===== src/rtl/sram_arbiter_ctrl.sv =====
// Two-port arbiter and sequencer for an async SRAM; all SRAM-side outputs are registered.
// Define SRAM_ARB_FIXED_PRIO_EN to give port 0 fixed priority instead of round robin.
module sram_arbiter_ctrl #(
    parameter int unsigned ADDR_WIDTH      = 18,
    parameter int unsigned DATA_WIDTH      = 16,
    parameter int unsigned RD_WAIT_CYCLES  = 2,
    parameter int unsigned WR_PULSE_CYCLES = 1
) (
    input  logic                  clk_i,
    input  logic                  resetb_i,
    input  logic                  req0_i,
    input  logic                  req1_i,
    input  logic                  we0_i,
    input  logic                  we1_i,
    input  logic [ADDR_WIDTH-1:0] addr0_i,
    input  logic [ADDR_WIDTH-1:0] addr1_i,
    input  logic [DATA_WIDTH-1:0] wdata0_i,
    input  logic [DATA_WIDTH-1:0] wdata1_i,
    output logic                  ack0_o,
    output logic                  ack1_o,
    output logic [DATA_WIDTH-1:0] rdata_o,
    output logic                  rvalid0_o,
    output logic                  rvalid1_o,
    output logic                  busy_o,
    output logic                  sram_ceb_o,
    output logic                  sram_web_o,
    output logic                  sram_oeb_o,
    output logic [ADDR_WIDTH-1:0] sram_addr_o,
    output logic [DATA_WIDTH-1:0] sram_dout_o,
    output logic                  sram_doe_o,
    input  logic [DATA_WIDTH-1:0] sram_din_i
);

    localparam logic [7:0] RdLast = 8'(RD_WAIT_CYCLES - 1);
    localparam logic [7:0] WrLast = 8'(WR_PULSE_CYCLES - 1);

    typedef enum logic [2:0] {
        StIdle,
        StWrSetup,
        StWrPulse,
        StWrHold,
        StRdWait,
        StRdCapt
    } state_e;

    state_e                state_q;
    logic [7:0]            cnt_q;
    logic                  port_q;
    logic                  ceb_q, web_q, oeb_q, doe_q;
    logic [ADDR_WIDTH-1:0] addr_q;
    logic [DATA_WIDTH-1:0] dout_q;
    logic [DATA_WIDTH-1:0] rdata_q;
    logic                  rvalid0_q, rvalid1_q;
`ifdef SRAM_ARB_FIXED_PRIO_EN
`else
    logic                  last_grant_q;
`endif

    logic                  gnt0, gnt1;
    logic                  sel_we;
    logic [ADDR_WIDTH-1:0] sel_addr;
    logic [DATA_WIDTH-1:0] sel_wdata;

    // Grant is combinational so ack lands in the IDLE cycle; held low while in reset.
    always_comb begin
        gnt0 = 1'b0;
        gnt1 = 1'b0;
        if (state_q == StIdle && resetb_i) begin
`ifdef SRAM_ARB_FIXED_PRIO_EN
            gnt0 = req0_i;
            gnt1 = req1_i && !req0_i;
`else
            if (req0_i && req1_i) begin
                gnt0 = last_grant_q;
                gnt1 = !last_grant_q;
            end else begin
                gnt0 = req0_i;
                gnt1 = req1_i;
            end
`endif
        end
    end

    always_comb begin
        sel_we    = gnt1 ? we1_i    : we0_i;
        sel_addr  = gnt1 ? addr1_i  : addr0_i;
        sel_wdata = gnt1 ? wdata1_i : wdata0_i;
    end

    always_ff @(posedge clk_i or negedge resetb_i) begin
        if (!resetb_i) begin
            state_q   <= StIdle;
            cnt_q     <= '0;
            port_q    <= 1'b0;
            ceb_q     <= 1'b1;
            web_q     <= 1'b1;
            oeb_q     <= 1'b1;
            doe_q     <= 1'b0;
            addr_q    <= '0;
            dout_q    <= '0;
            rdata_q   <= '0;
            rvalid0_q <= 1'b0;
            rvalid1_q <= 1'b0;
`ifdef SRAM_ARB_FIXED_PRIO_EN
`else
            last_grant_q <= 1'b1;
`endif
        end else begin
            rvalid0_q <= 1'b0;
            rvalid1_q <= 1'b0;
            unique case (state_q)
                StIdle: begin
                    if (gnt0 || gnt1) begin
                        port_q <= gnt1;
`ifdef SRAM_ARB_FIXED_PRIO_EN
`else
                        last_grant_q <= gnt1;
`endif
                        addr_q <= sel_addr;
                        ceb_q  <= 1'b0;
                        cnt_q  <= '0;
                        if (sel_we) begin
                            dout_q  <= sel_wdata;
                            doe_q   <= 1'b1;
                            state_q <= StWrSetup;
                        end else begin
                            oeb_q   <= 1'b0;
                            state_q <= StRdWait;
                        end
                    end
                end
                StWrSetup: begin
                    web_q   <= 1'b0;
                    cnt_q   <= '0;
                    state_q <= StWrPulse;
                end
                StWrPulse: begin
                    if (cnt_q == WrLast) begin
                        web_q   <= 1'b1;
                        state_q <= StWrHold;
                    end else begin
                        cnt_q <= cnt_q + 8'd1;
                    end
                end
                StWrHold: begin
                    ceb_q   <= 1'b1;
                    doe_q   <= 1'b0;
                    state_q <= StIdle;
                end
                StRdWait: begin
                    if (cnt_q == RdLast) begin
                        rdata_q   <= sram_din_i;
                        ceb_q     <= 1'b1;
                        oeb_q     <= 1'b1;
                        rvalid0_q <= !port_q;
                        rvalid1_q <= port_q;
                        state_q   <= StRdCapt;
                    end else begin
                        cnt_q <= cnt_q + 8'd1;
                    end
                end
                StRdCapt: begin
                    state_q <= StIdle;
                end
                default: begin
                    state_q <= StIdle;
                end
            endcase
        end
    end

    assign ack0_o      = gnt0;
    assign ack1_o      = gnt1;
    assign busy_o      = (state_q != StIdle);
    assign rdata_o     = rdata_q;
    assign rvalid0_o   = rvalid0_q;
    assign rvalid1_o   = rvalid1_q;
    assign sram_ceb_o  = ceb_q;
    assign sram_web_o  = web_q;
    assign sram_oeb_o  = oeb_q;
    assign sram_addr_o = addr_q;
    assign sram_dout_o = dout_q;
    assign sram_doe_o  = doe_q;

endmodule

===== config.mk =====
export PLATFORM = sky130hd
export DESIGN_NAME = sram_arbiter_ctrl
export DESIGN_NICKNAME = d
export VERILOG_FILES = /design/src/rtl/sram_arbiter_ctrl.sv
export SDC_FILE = /design/constraint.sdc
export NUM_CORES = 1
export LEC_CHECK = 0
export BUFFER_PORTS_ARGS = -buffer_cell sky130_fd_sc_hd__buf_2
export CORE_MARGIN = 10
export CORE_UTILIZATION = 47
export DETAILED_ROUTE_END_ITERATION = 6
export HOLD_SLACK_MARGIN = 0.1
export PLACE_DENSITY_LB_ADDON = 0.08
export SYNTH_ARGS = -nofsm -noshare
export SYNTH_HDL_FRONTEND = slang
export SYNTH_SLANG_ARGS = --single-unit

===== constraint.sdc =====
create_clock -name clk_i -period 2.35 [get_ports clk_i]
set_clock_uncertainty 0.05 [all_clocks]
set_input_delay 0.3525 -clock clk_i [delete_from_list [all_inputs] [get_ports clk_i]]
set_output_delay 0.3525 -clock clk_i [all_outputs]
set_load 0.01 [all_outputs]

==> results of run 1 <==
[per-layer routing]
layer,share of wire [%],vias to the layer above,GRT usage [%],routed length (um)
met1,43,1298,19.07,3750
met2,48,92,26.14,4235
met4,1.4,0,6.759,125
li1,-,1323,-,-
met5,0,-,0,0
met3,7.3,15,5.948,639
[area by class of cell]
class	instances	area [sq um]
inverter	10	37.54
timing repair buffer	164	890.9
sequential	69	1732
fill	564	2386
clock buffer	9	123.9
clock inverter	7	73.82
tap	96	120.1
multi-input combinational	189	1505
[per-stage QoR]
step	cells	instance area, sq um
after floorplan	283	3346
after global placement	525	4258
after detailed placement	525	4258
after CTS	543	4476
after global routing	544	4483
final	544	4483
[registers in the layout, indices dropped and copies added (netlist names), 3 cells and up]
name         flops
sram_dout_o     16
sram_addr_o     18
state_q          3
rdata_o         16
cnt_q            8
[synthesized netlist by cell type (2+ instances only)]
cell type	number
nor3_1	3
o21ai_0	9
mux2i_1	21
and3_1	2
inv_1	10
dfstp_2	4
a21oi_1	19
a21bo_2	3
ha_1	3
a31oi_1	3
dfrtp_1	65
mux2_4	9
nor2_1	33
mux2_2	38
nand2_1	8
buf_2	9
clkbuf_1	4
nand3_1	6
o22a_1	6
xnor2_1	2
and2_1	2
[final timing paths]
check	depth (start not counted)	end	start	slack, ns
max in group asynchronous	4	sram_addr_o[6]	resetb_i	0.81
min in group asynchronous	3	sram_dout_o[8]	resetb_i	0.58
min	2	rdata_o[5]	sram_din_i[5]	0.17
min reg2reg	1	rvalid0_o	port_q	0.39
max	5	ack0_o	resetb_i	0.13
max reg2reg	6	sram_dout_o[2]	state_q[0]	0.35
[power groups by stage]
stage                     Clock (uW)  Combinational, uW  Sequential, uW
after floorplan                    0               1250            2260
after global placement             0               2410            2000
after detailed placement           0               2460            2020
after CTS                        993               2470            2000
after global routing            1050               2690            2070
final                            967               2430            2000
[logic make-up after synthesis]
kind of cell / Yosys count / synth area share (%)
fa+ha+maj: 4 / 1.421
compound gates: 55 / 11.07
flops: 69 / 51.76
simple gates: 59 / 8.302
mux: 69 / 23.45
xor+xnor: 2 / 0.5237
buf+inv: 25 / 3.478
[timing repair]
item | 4_1_cts | 5_1_grt
setup endpoints to repair | 0 | 1
endpoints found under the hold margin | 65 | 0
buffers inserted | 0 | 1
hold buffers | 2 | 0
==> impl_metrics.py, run 1 <==
metrics = {
    "place": {
        "place_hpwl_um": 6868,
        "place_congestion": 0.7689,
        "portBuffers": 148,
        "dp_worst_setup_slack_ns": 0.3114,
    },
    "critical_path": {
        "cp_top_family": "buffers and inverters",
        "slowest_stage": "dlygate4sd3_1",
        "cp_num_buf_inv": 3,
        "end_kind": "primary output",
        "crit_fanout": 4,
        "cp-start-kind": "input pin",
        "cp.arrival_ns": 1.82,
        "critPathKind": "in -> out",
        "critPathMaxStageDelay_ns": 0.55,
        "crit_chain": "dlygate4sd3_1 -> buf_2 -> or4b_4 -> nor2_1 -> buf_2",
        "cp_data_required_time_ns": 1.95,
        "cpMostUsedCell": "buf_2",
    },
    "sta": {
        "tightest_slew_ns": 0.6072,
        "finalHoldViolCount": 0,
        "fmax_mhz": 450.3,
        "timing.hold.ws_ns": 0.1714,
        "worst_slack_ns": 0.1294,
        "final-max-slew-violation-count": 0,
        "period_minus_slack_ns": 2.221,
        "tns_ns": 0,
        "slew_headroom_pct": 59.25,
        "setup_viol": 0,
        "period_share_pct": 94.49,
        "rsz0062_at_grt": "no",
    },
    "routing": {
        "wire_per_inst_um": 16.08,
        "vias": 2728,
        "drt_wl_total_um": 8750,
        "drc": 0,
        "ant_nets": 0,
        "via_per_inst": 5.015,
        "dr.pass1.iters": 4,
        "first_iter_violations": 98,
    },
    "logic_synthesis": {
        "synth_area_leader_cell": "dfrtp_1",
        "ys_seq_area_share_pct": 51.76,
        "async_flop_share_pct": 100.0,
        "syn_area_sq_um": 3346,
        "synth_fp_nets": 376,
        "ys_seq_elements": 69,
        "yosysUniqueCellTypes": 45,
        "syn_area_per_cell_sq_um": 11.82,
        "synth-edff-count": 0,
        "synth-main-ff-cell": "dfrtp_1",
        "syn_inst": 283,
        "synthTopCellsByArea": "dfrtp_1 49%, mux2_2 13%, mux2i_1 6.3%",
        "yosysTopAreaCellShare_pct": 48.62,
        "ys_warn_count": 0,
    },
    "cells_and_area": {
        "area_growth_pct": 33.99,
        "drive_gt1_share_pct": 53.35,
        "final_cell_mix": "148 x buf_2, 65 x dfrtp_1, 38 x mux2_2",
        "diodes": 0,
        "utilization_pct": 65.26,
        "nNetsFinal": 536,
        "layout_commonest_cell": "buf_2",
    },
    "power": {
        "p_int_uw": 3394,
        "pwr-share-seq_pct": 37.0,
        "p_sw_uw": 2000,
        "power_density_nw_per_um2": 1203,
        "peakVddDrop_mv": 0.6055,
        "switching_share_pct": 37.08,
        "pwr-share-comb_pct": 45.0,
        "power.leakage_uw": 0.002300,
        "p_total_uw": 5395,
        "clkPwrFrac_pct": 17.9,
    },
    "clocking": {
        "cts.repair.resized": 0,
        "cts_htree_levels": 3,
        "clk_pin_slew_ns": 0.08,
        "cts_sinks": 69,
        "clock_latency_ns": 0.35,
        "cts_buffers": 9,
        "clockBufferDepth": 2,
        "tritoncts": "done",
        "cts-root-buf": "clkbuf_8",
    },
    "global_route": {
        "grt_max_degree": 40,
        "grt_pass1_vias": 2839,
        "grt_pass1_wl_um": 14460,
        "grtUsageTotal_pct": 16.26,
        "grt-ovfl-total": 0,
        "antenna_found_initial": 0,
    },
    "floorplan": {
        "die_h_um": 104.4,
        "rows": 30,
        "dieWidth_um": 104.4,
        "pin_count": 149,
        "core-area_sq_um": 6869,
        "initial_core_util_pct": 48.71,
        "die_area_sq_um": 10890,
    },
    "flow_run": {
        "cap_violations": 0,
    },
    "outcome": {
        "status": "finished, final reports clean",
    },
    "worst_hold_path": {
        "hold_path.class": "in -> reg",
    },
}
Note: power is estimated with default switching activity, not from simulation.
==> run 2, diff against run 1 <==
CORE_MARGIN = unset   (was 10)
CORE_UTILIZATION = 45   (was 47)
CTS_CLUSTER_SIZE = 10   (was unset)
==> run 2 against run 1 <==
- clock power is 19% higher
- via count fell by 0.59%
- critical path depth unchanged
- highest routed layer unchanged
- global-route usage increased by 3.5 points
- register-to-register slack about the same
- sequential share of layout area is 0.13 points lower
- clock-buffer cell count stayed put
- largest power group unchanged
- setup slack lost 0.071 ns
- power up 2.3%
- die area decreased by 29%
==> impl_metrics.py, run 2 (synthesized netlist as in run 1, its figures left out) <==
metrics = {
    "cells_and_area": {
        "layout_commonest_cell": "buf_2",
        "utilization_pct": 62.35,
        "seqCellArea_sq_um": 1732,
        "fill_cells": 633,
        "drive_gt1_share_pct": 53.27,
        "diodes": 0,
        "final_cell_mix": "148 x buf_2, 65 x dfrtp_1, 38 x mux2_2",
        "nNetsFinal": 532,
        "area_growth_pct": 34.44,
        "largest_reg_flops": 18,
        "multi_input_area_sq_um": 1510,
    },
    "clocking": {
        "clock_latency_ns": 0.34,
        "cts_sinks": 69,
        "cts-root-buf": "clkbuf_8",
        "tritoncts": "done",
        "postCtsSetupRepairBufs": 0,
        "clk_pin_slew_ns": 0.07,
        "cts_buffers": 9,
        "clockBufferDepth": 2,
        "cts_htree_levels": 3,
    },
    "global_route": {
        "grt_pass1_wl_um": 11710,
        "antenna_found_initial": 0,
        "grt-ovfl-total": 0,
        "grtUsageMet3_pct": 5.037,
        "met1_usage_pct": 25.20,
        "grtUsageMet2_pct": 31.96,
        "grtUsageTotal_pct": 19.77,
        "grt_pass1_vias": 2517,
        "busiest_layer": "met2",
        "grt_max_degree": 40,
    },
    "place": {
        "portBuffers": 148,
        "place_hpwl_um": 5705,
        "place_congestion": 0.8339,
    },
    "routing": {
        "vias": 2712,
        "ant_nets": 0,
        "drt_wl_total_um": 7572,
        "dr.pass1.iters": 4,
        "wire_per_inst_um": 13.97,
        "drc": 0,
        "first_iter_violations": 71,
        "via_per_inst": 5.004,
    },
    "sta": {
        "fmax_mhz": 436.4,
        "slew_headroom_pct": 60.71,
        "period_share_pct": 97.50,
        "tightest_slew_ns": 0.5854,
        "setup_viol": 0,
        "final-max-slew-violation-count": 0,
        "period_minus_slack_ns": 2.291,
        "finalHoldViolCount": 0,
        "rsz0062_at_grt": "no",
        "tns_ns": 0,
    },
    "critical_path": {
        "critPathMaxStageDelay_ns": 0.54,
        "crit_start": "resetb_i",
        "slowest_stage": "dlygate4sd3_1",
        "cp_data_required_time_ns": 1.95,
        "crit_chain": "dlygate4sd3_1 -> buf_2 -> or4b_4 -> nor2_1 -> buf_2",
        "r2r_slack_ns": 0.34,
        "crit_fanout": 7,
        "critPathKind": "in -> out",
        "cp.arrival_ns": 1.89,
        "rr_startpoint": "state_q[0]",
        "r2r_end": "sram_dout_o[1]",
        "end_kind": "primary output",
        "cpMostUsedCell": "buf_2",
        "cp-start-kind": "input pin",
        "reg2reg_depth": 4,
    },
    "worst_hold_path": {
        "hold_path_depth": 2,
        "hold_path.class": "in -> reg",
        "hold_start": "sram_din_i[3]",
        "min_to": "rdata_o[3]",
    },
    "floorplan": {
        "rows": 31,
        "dieWidth_um": 88.23,
        "die_h_um": 88.23,
        "pin_count": 149,
        "die_area_sq_um": 7784,
        "core-area_sq_um": 7214,
        "initial_core_util_pct": 46.38,
    },
    "power": {
        "power_density_nw_per_um2": 1226,
        "peakVddDrop_mv": 0.5743,
        "power.leakage_uw": 0.002303,
    },
    "flow_run": {
        "cap_violations": 0,
    },
    "outcome": {
        "status": "finished, final reports clean",
    },
}
[run 2: routing by layer]
metal | vias up | wire (um)
met5 | - | 0
met1 | 1289 | 3358
met3 | 8 | 540
met2 | 99 | 3576
met4 | 0 | 97
li1 | 1316 | -
[run 2: where the power goes]
group	total, uW	switching (uW)	internal, uW	leakage, uW
sequential	2050	312	1730	0.000818
combinational	2320	1180	1140	0.00136
clock	1150	451	700	0.000119
[run 2: timing repair]
action / CTS / global route
hold buffers: 1 / 0
resized for setup: 0 / 1
setup endpoints to repair: 0 / 1
hold endpoints to repair: 65 / 0
[run 2: how the worst max path moves through the flow]
stage                      endpoint  slack, ns  depth (start not counted)
floorplan           sram_dout_o[10]       0.49                          4
global placement    sram_dout_o[13]       0.36                          5
detailed placement  sram_dout_o[13]       0.29                          5
CTS                          ack0_o       0.05                          5
global route                 ack0_o      0.005                          5
finish                       ack0_o       0.06                          5
[run 2: per-stage QoR]
step | hold slack, ns | worst slack, ns | cells | power (uW) | cell area (sq um)
after floorplan | 0.006909 | 0.4877 | 283 | 3506 | 3346
after detailed placement | 0.3670 | 0.2895 | 526 | 4407 | 4247
after CTS | 0.1620 | 0.04757 | 542 | 5577 | 4493
after global routing | 0.1692 | 0.005388 | 542 | 5909 | 4498
after global placement | 0.3646 | 0.3585 | 526 | 4332 | 4247
final | 0.1841 | 0.05865 | 542 | 5517 | 4498
[run 2: final cells by class]
type	instances	share of cell area [%]
Sequential cell	69	38.50
Inverter	10	0.8345
Tap cell	99	2.754
Multi-Input combinational cell	189	33.57
Clock inverter	6	2.503
Clock buffer	9	2.754
Timing Repair Buffer	160	19.08
[run 2: critical path, delay by kind of cell]
kind | cells | cell delay (ns)
buffers and inverters | 3 | 0.88
AND/OR/NAND/NOR | 2 | 0.66
==> run 3, diff against run 2 <==
CORE_UTILIZATION = 47   (was 45)
clock period = 2.5 ns   (was 2.35 ns; I/O delays follow)
==> run 3 against run 2 <==
- power shrank 10%
- global-route usage increased by 0.61 points
- sequential share of layout area rose by 0.88 points
- non-clock buffer count down 5
- critical path depth is the same
- register-to-register slack improved by 0.12 ns
- clock power is 21% lower
- first-iteration DRC count increased by 59%
- wire length down 2.5%
- setup slack improved by 0.18 ns
- core utilization rose by 2.0 points
- critical path type is now reg -> out
- largest cell class unchanged
- highest routed layer unchanged
==> impl_metrics.py, run 3 (synthesized netlist as in run 1, its figures left out) <==
metrics = {
    "outcome": {
        "status": "finished, final reports clean",
    },
    "cells_and_area": {
        "diodes": 0,
        "drive_gt1_share_pct": 52.85,
        "utilization_pct": 64.38,
        "layout_commonest_cell": "buf_2",
        "area_growth_pct": 31.45,
        "fill_cells": 583,
        "largest_reg_flops": 18,
        "final_area_sq_um": 4398,
        "final_cell_mix": "148 x buf_2, 65 x dfrtp_1, 38 x mux2_2",
        "nNetsFinal": 527,
    },
    "sta": {
        "tns_ns": 0,
        "worst_slack_ns": 0.2356,
        "rsz0062_at_grt": "no",
        "slew_headroom_pct": 41.20,
        "period_share_pct": 90.58,
        "final-max-slew-violation-count": 0,
        "tightest_slew_ns": 0.8820,
        "fmax_mhz": 441.6,
        "setup_viol": 0,
        "finalHoldViolCount": 0,
        "period_minus_slack_ns": 2.264,
    },
    "floorplan": {
        "pin_count": 149,
        "initial_core_util_pct": 48.97,
        "die_area_sq_um": 7460,
        "rows": 30,
        "die_h_um": 86.37,
        "dieWidth_um": 86.37,
        "core-area_sq_um": 6832,
    },
    "place": {
        "place_congestion": 0.8244,
        "place_hpwl_um": 5270,
        "dp_worst_setup_slack_ns": 0.4670,
        "dpl_cell_area_sq_um": 4200,
        "portBuffers": 148,
    },
    "critical_path": {
        "end_kind": "primary output",
        "reg2reg_depth": 5,
        "cp_data_required_time_ns": 2.08,
        "crit_fanout": 38,
        "r2r_slack_ns": 0.46,
        "r2r_end": "sram_dout_o[13]",
        "cp.arrival_ns": 1.84,
        "critPathKind": "reg -> out",
        "cp-start-kind": "register",
        "rr_startpoint": "state_q[2]",
        "crit_start": "state_q[2]",
    },
    "routing": {
        "first_iter_violations": 113,
        "wire_per_inst_um": 13.79,
        "via_per_inst": 5.021,
        "drc": 0,
        "dr.pass1.iters": 4,
        "ant_nets": 0,
        "vias": 2686,
        "drt_wl_total_um": 7380,
    },
    "global_route": {
        "grt_pass1_wl_um": 11640,
        "grtUsageTotal_pct": 20.38,
        "grt-ovfl-total": 0,
        "grt_pass1_vias": 2480,
        "antenna_found_initial": 0,
        "grt_max_degree": 72,
    },
    "power": {
        "peakVddDrop_mv": 0.5520,
        "power.leakage_uw": 0.002259,
        "power_density_nw_per_um2": 1128,
        "p_total_uw": 4963,
    },
    "clocking": {
        "clock_latency_ns": 0.35,
        "cts_htree_levels": 3,
        "holdBufCountCts": 0,
        "clk_pin_slew_ns": 0.08,
        "tritoncts": "done",
        "clockBufferDepth": 2,
        "cts_sinks": 69,
        "cts-root-buf": "clkbuf_8",
        "cts.repair.resized": 0,
        "postCtsSetupRepairBufs": 0,
        "cts_buffers": 9,
    },
    "worst_hold_path": {
        "hold_path.class": "in -> reg",
        "hold_start": "sram_din_i[5]",
        "min_to": "rdata_o[5]",
        "hold_path_depth": 2,
    },
    "flow_run": {
        "cap_violations": 0,
    },
}
==> run 3: final cells by class <==
class                           count  area, sq um  area share [%]
Timing Repair Buffer              155        805.8           18.32
Sequential cell                    69         1732           39.37
Inverter                           10        37.54          0.8535
Tap cell                           96        120.1           2.731
Multi-Input combinational cell    189         1505           34.22
Clock inverter                      7        73.82           1.679
Clock buffer                        9        123.9           2.817
==> run 3: critical path, stage by stage, from the launching register on <==
cell	delay (ns)
dfrtp_1	0.54
nor3_1	0.37
nand3_2	0.16
buf_12	0.21
inv_1	0.07
buf_2	0.12
==> run 3: worst max-delay path by stage <==
stage and endpoint:
2_1_floorplan sram_dout_o[10], 3_3_place_gp sram_dout_o[13], 3_5_place_dp sram_dout_o[13], 4_1_cts ack1_o, 5_1_grt ack1_o, 6_report ack1_o
==> run 3: metrics by stage <==
stage,cells,hold slack (ns)
floorplan,283,0.02941
global placement,519,0.3642
detailed placement,519,0.3762
CTS,535,0.1823
global route,535,0.1840
finish,535,0.2032
==> run 3: power breakdown <==
group          internal [uW]  switching, uW  leakage, uW
sequential              1630            297     0.000818
clock                    464            450    0.0000996
combinational           1040           1080      0.00134
total                   3140           1830      0.00226
==> run 3: per-layer routing <==
layer / GRT usage (%) / vias to the layer above / routed length (um)
met5: 0 / - / 0
li1: - / 1311 / -
met4: 9.848 / 0 / 145
met2: 31.67 / 95 / 3417
met3: 5.524 / 12 / 532
met1: 26.50 / 1268 / 3285
